`config.mk`:
```
export PLATFORM = sky130hd
export DESIGN_NAME = escalonador_paradas
export DESIGN_NICKNAME = d
export VERILOG_FILES = /design/src/rtl/escalonador_paradas.sv
export SDC_FILE = /design/constraint.sdc
export NUM_CORES = 1
export LEC_CHECK = 0
export CORE_MARGIN = 4
export CORE_UTILIZATION = 25
export DETAILED_ROUTE_END_ITERATION = 16
export PLACE_DENSITY = 0.46
export SYNTH_ARGS = -nofsm -noshare
export SYNTH_HDL_FRONTEND = slang
export SYNTH_SLANG_ARGS = --single-unit
```
`constraint.sdc`:
```
create_clock -name clock -period 3.4 [get_ports clock]
set_input_delay 0.68 -clock clock [delete_from_list [all_inputs] [get_ports clock]]
set_output_delay 0.68 -clock clock [all_outputs]
set_load 0.05 [all_outputs]
```
`src/rtl/escalonador_paradas.sv`:
```
// Floor-call scheduler for the cargo lift: pending-call bitmap, SCAN (keep-direction)
// stop selection, motor commands and a timed dwell at each served floor.
module escalonador_paradas #(
    parameter  int unsigned N_ANDARES = 4,
    parameter  int unsigned T_PARADA  = 100000000,
    localparam int unsigned AW        = $clog2(N_ANDARES)
) (
    input  logic                 clock,
    input  logic                 reset,
    input  logic                 req_valido,
    input  logic [AW-1:0]        req_andar,
    output logic                 req_aceito,
    input  logic [AW-1:0]        andarAtual,
    input  logic                 sensor_valido,
    input  logic                 emergencia,
    output logic [AW-1:0]        proxParada,
    output logic                 temDestino,
    output logic                 motorSubindo,
    output logic                 motorDescendo,
    output logic                 porta_aberta,
    output logic                 sentido,
    output logic [N_ANDARES-1:0] pendentes,
    output logic [3:0]           estado_db
);

    localparam int unsigned TW = (T_PARADA > 1) ? $clog2(T_PARADA) : 1;

    typedef enum logic [2:0] {
        OCIOSO   = 3'd0,
        DECIDE   = 3'd1,
        SUBINDO  = 3'd2,
        DESCENDO = 3'd3,
        PARADO   = 3'd4,
        EMERG    = 3'd5
    } estado_t;

    estado_t               estado;
    logic [AW-1:0]         andar_reg;
    logic [TW-1:0]         timer;
    logic [N_ANDARES-1:0]  pend_d;
    logic [AW-1:0]         acima, abaixo, alvo, andar_limite;
    logic                  tem_acima, tem_abaixo, inverte, reinicia;

    // Nearest pending floor at/above and at/below the last sensed floor.
    always_comb begin
        tem_acima  = 1'b0;
        acima      = '0;
        tem_abaixo = 1'b0;
        abaixo     = '0;
        for (int i = int'(N_ANDARES) - 1; i >= 0; i--) begin
            if (pendentes[AW'(i)] && (AW'(i) >= andar_reg)) begin
                tem_acima = 1'b1;
                acima     = AW'(i);
            end
        end
        for (int i = 0; i < int'(N_ANDARES); i++) begin
            if (pendentes[AW'(i)] && (AW'(i) <= andar_reg)) begin
                tem_abaixo = 1'b1;
                abaixo     = AW'(i);
            end
        end
    end

    // SCAN choice: keep direction while calls remain ahead, otherwise turn around.
    always_comb begin
        alvo    = proxParada;
        inverte = 1'b0;
        if (sentido) begin
            if (tem_acima) begin
                alvo = acima;
            end else if (tem_abaixo) begin
                alvo    = abaixo;
                inverte = 1'b1;
            end
        end else begin
            if (tem_abaixo) begin
                alvo = abaixo;
            end else if (tem_acima) begin
                alvo    = acima;
                inverte = 1'b1;
            end
        end
    end

    // Request merge; a call for the floor we are parked at only extends the dwell.
    always_comb begin
        reinicia = (estado == PARADO) && req_valido && (req_andar == andar_reg);
        pend_d   = pendentes;
        if (req_valido && !reinicia) begin
            pend_d[req_andar] = 1'b1;
        end
    end

    assign andar_limite = (estado == SUBINDO) ? AW'(N_ANDARES - 1) : '0;

    always_ff @(posedge clock or posedge reset) begin
        if (reset) begin
            estado     <= OCIOSO;
            pendentes  <= '0;
            proxParada <= '0;
            sentido    <= 1'b1;
            req_aceito <= 1'b0;
            timer      <= '0;
            andar_reg  <= '0;
        end else begin
            req_aceito <= req_valido;
            pendentes  <= pend_d;
            if (sensor_valido) begin
                andar_reg <= andarAtual;
            end
            if (emergencia) begin
                estado <= EMERG;
                timer  <= '0;
            end else begin
                case (estado)
                    OCIOSO: begin
                        if (|pendentes) estado <= DECIDE;
                    end
                    DECIDE: begin
                        proxParada <= alvo;
                        if (pendentes == '0) begin
                            estado <= OCIOSO;
                        end else begin
                            if (inverte) sentido <= ~sentido;
                            if (alvo == andar_reg) begin
                                estado    <= PARADO;
                                pendentes <= pend_d & ~(N_ANDARES'(1) << alvo);
                                timer     <= '0;
                            end else if (alvo > andar_reg) begin
                                estado <= SUBINDO;
                            end else begin
                                estado <= DESCENDO;
                            end
                        end
                    end
                    SUBINDO, DESCENDO: begin
                        proxParada <= alvo;
                        if (sensor_valido && (andarAtual == proxParada)) begin
                            estado    <= PARADO;
                            pendentes <= pend_d & ~(N_ANDARES'(1) << andarAtual);
                            timer     <= '0;
                        end else if (sensor_valido && (andarAtual == andar_limite)) begin
                            // end of shaft reached without a matching call
                            estado <= DECIDE;
                        end
                    end
                    PARADO: begin
                        if (reinicia) begin
                            timer <= '0;
                        end else if (timer == TW'(T_PARADA - 1)) begin
                            timer  <= '0;
                            estado <= (|pendentes) ? DECIDE : OCIOSO;
                        end else begin
                            timer <= timer + TW'(1);
                        end
                    end
                    EMERG: begin
                        estado <= (|pendentes) ? DECIDE : OCIOSO;
                    end
                    default: begin
                        estado <= OCIOSO;
                    end
                endcase
            end
        end
    end

    assign motorSubindo  = (estado == SUBINDO);
    assign motorDescendo = (estado == DESCENDO);
    assign porta_aberta  = (estado == PARADO);
    assign temDestino    = |pendentes;
    assign estado_db     = 4'(estado);

endmodule
```
==> impl_metrics.env <==
export IMPL_startpoint_type="flop"
export IMPL_nNetsFinal=320
export IMPL_setup_tns_ns=0
export IMPL_startpoint="estado[2]"
export IMPL_p_leak_uw=0.00108
export IMPL_p_comb_share_pct=42.5
export IMPL_synth_seq_cells=40
export IMPL_clock_power_share_pct=22.4
export IMPL_drt_iter0_markers=52
export IMPL_period_needed_ns=2.90
export IMPL_cts_tree="yes"
export IMPL_grt_pass1_wl_mm=11.2
export IMPL_grt_max_degree=44
export IMPL_status="complete, no violations"
export IMPL_ys_async_sr_fraction_pct=100
export IMPL_postCtsSetupRepairBufs=0
export IMPL_drv_slew=0
export IMPL_ios=25
export IMPL_crit_path_end="motorSubindo"
export IMPL_ys_warn_count=0
export IMPL_hold_class="reg -> reg"
export IMPL_synth_area_leader_cell="dfrtp_1"
export IMPL_largest_register_ffs=27
export IMPL_max_freq_ghz=0.345
export IMPL_slowest_stage="clkdlybuf4s50_1"
export IMPL_drive_gt1_share_pct=9.71
export IMPL_place_gp_congestion=0.775
export IMPL_worst_r2r_startpoint="pendentes[1]"
export IMPL_h_tree_depth=2
export IMPL_synth_edf_count=0
export IMPL_rr_endpoint="timer[13]"
export IMPL_finalPower_uw=1780
export IMPL_coreArea_mm2=0.00986
export IMPL_path_cells="nand2b_1, nor2_1, clkdlybuf4s50_1"
export IMPL_final_util_pct=30.7
export IMPL_dieArea_mm2=0.0119
export IMPL_crit_path_max_incr_delay_ns=0.86
export IMPL_syn_avg_cell_area_um2=8.92
export IMPL_rr_worst_depth=10
export IMPL_routed_via_density=5.17
export IMPL_finClkSkew_ns=0.00769
export IMPL_synthFlopType="dfrtp_1"
export IMPL_finalCritPeriodShare_pct=85.3
export IMPL_sequentialPowerShare_pct=35.1
export IMPL_syn_to_final_growth_pct=18.4
export IMPL_crit_cells=3
export IMPL_crit_required_ns=2.72
export IMPL_final_cell_count_no_fill=442
export IMPL_largestRegisters="timer x27, pendentes x4, estado x3"
export IMPL_synth_area_mm2=0.00256
export IMPL_cap_viol_max_count=0
export IMPL_cts_sinks=40
export IMPL_drc=0
export IMPL_rows=36
export IMPL_firstDrtPassIters=4
export IMPL_slew_headroom_pct=60.8
export IMPL_cts_clk_slew_worst_paths_ns=0.08
export IMPL_crit_family="buffers and inverters"
export IMPL_grtUsageTotal_pct=11.8
export IMPL_arrival_ns=2.22
export IMPL_p_sw_uw=783
export IMPL_setup_violations=0
export IMPL_critical_path_class="reg -> out"
export IMPL_synth_nets=299
export IMPL_cts_hold_buf=0
export IMPL_synth_area_leaders="dfrtp_1, a21oi_1, o31ai_1"
export IMPL_grt_overflow=0
export IMPL_hold_viol_final=0
export IMPL_cts_root_buf="clkbuf_8"
export IMPL_hold_depth=2
export IMPL_reg2reg_setup_slack_ns=0.62
export IMPL_synth_seq_area_share_pct=39.1
export IMPL_synth_cell_types=55
export IMPL_ir_drop_mv=0.344
export IMPL_p_sw_share_pct=44.0
export IMPL_worstSetupEndpointType="primary output"
export IMPL_worstPathMaxFanout=11
export IMPL_tightestPinTransition_ns=0.583
export IMPL_regMostFlops="timer"
export IMPL_hpwl_mm=4.75
export IMPL_final_setup_worst_slack_ns=0.500
export IMPL_synth_cells=287
export IMPL_synth_top_area_share_pct=38.1
export IMPL_layout_common_cells="dfrtp_1, a21oi_1, nand2_1"
export IMPL_final_common_cell="dfrtp_1"
export IMPL_routedWlPerCell_um=15.1
export IMPL_internal_power_uw=996
export IMPL_wl_mm=6.68
export IMPL_die_w_um=109
export IMPL_clkLatencyLatePin_ns=0.30
export IMPL_drtAntennaViolNets=0
export IMPL_num_vias=2287
export IMPL_die_h_um=109
export IMPL_cp_num_buf_inv=1
export IMPL_io_buffers=23
export IMPL_dpl_cell_count=434
export IMPL_post_place_ws_ns=0.567
export IMPL_start_util_pct=26.0
export IMPL_antenna_cells=0
export IMPL_ctsResizeCount=0
export IMPL_rsz0062_at_grt="no"
export IMPL_grt_pass1_vias=2236
export IMPL_antenna_found_initial=0
export IMPL_cts_made_buffers=5
export IMPL_ctsLongestPathBuffers=2
export IMPL_power_density_mw_per_mm2=587
## power by group through the flow
stage	registers, uW	clock network [uW]	logic (uW)
CTS	624	408	762
detailed placement	633	0	759
global placement	635	0	763
floorplan	760	0	399
global route	638	431	821
finish	624	398	756
## cells by family after synthesis
| group | Yosys count | synth area share (%) |
|---|---|---|
| adders and majority gates | 3 | 1.47 |
| muxes | 2 | 0.831 |
| and+or+nand+nor | 120 | 29.1 |
| AOI/OAI and AO/OA | 87 | 22.2 |
| other | 1 | 0.146 |
| buffers and inverters | 29 | 5.42 |
| xor gates and xnor gates | 5 | 1.71 |
| DFF | 40 | 39.1 |
## cells in the mapped netlist, types with 2 or more instances
| cell | instances |
|---|---|
| nor4_1 | 2 |
| nand4_1 | 5 |
| nand3_1 | 13 |
| or4b_1 | 2 |
| buf_2 | 5 |
| ha_1 | 3 |
| and4_1 | 2 |
| nand2_1 | 24 |
| nor3_1 | 11 |
| or2_2 | 3 |
| nand4_2 | 2 |
| o21ai_0 | 14 |
| nand2b_1 | 5 |
| a21oi_1 | 29 |
| or4_1 | 16 |
| clkbuf_1 | 3 |
| xnor2_1 | 2 |
| a31oi_1 | 4 |
| xor2_1 | 3 |
| nor4_4 | 4 |
| or3_1 | 7 |
| nor2_1 | 16 |
| a41oi_1 | 4 |
| o31ai_1 | 18 |
| o21ai_1 | 2 |
| nor3b_1 | 2 |
| dfrtp_1 | 39 |
| inv_1 | 14 |
| buf_4 | 4 |
| a21o_1 | 2 |
| o22a_1 | 3 |
## worst register-to-register path, cell delays in order (launching register included)
cell     delay [ns]
dfrtp_1        0.51
o21ai_0        0.14
a21oi_1        0.24
inv_1          0.12
ha_1           0.30
nand2_1        0.12
nor4_4         0.33
nor4_4         0.10
buf_12         0.20
or4_1          0.52
a21oi_1        0.16
## through the flow
stage	cell area, um2	hold slack (ns)
after CTS	3030	0.509
after global placement	2920	0.500
after detailed placement	2920	0.493
after global routing	3030	0.558
final	3030	0.501
after floorplan	2560	0.474
## how the worst min path moves through the flow
stage	startpoint	end	slack, ns
finish	sentido	sentido	0.50
global placement	sentido	sentido	0.50
global route	timer[0]	timer[0]	0.56
CTS	sentido	sentido	0.51
detailed placement	sentido	sentido	0.49
floorplan	timer[1]	timer[1]	0.47
## metal layers
layer  global-route usage, %  wire (um)
met1                    16.3       3300
met4                    2.58         98
met2                    18.7       3100
met5                       0          0
met3                    3.08        182
## area by class of cell
| class | instances | area [um2] |
|---|---|---|
| sequential | 40 | 1000 |
| fill | 1033 | 6830 |
| timing repair buffer | 28 | 280 |
| multi-input combinational | 218 | 1420 |
| inverter | 15 | 56.3 |
| clock inverter | 2 | 35.0 |
| tap | 133 | 166 |
| clock buffer | 6 | 72.6 |
Note: power is estimated with default switching activity, not from simulation.
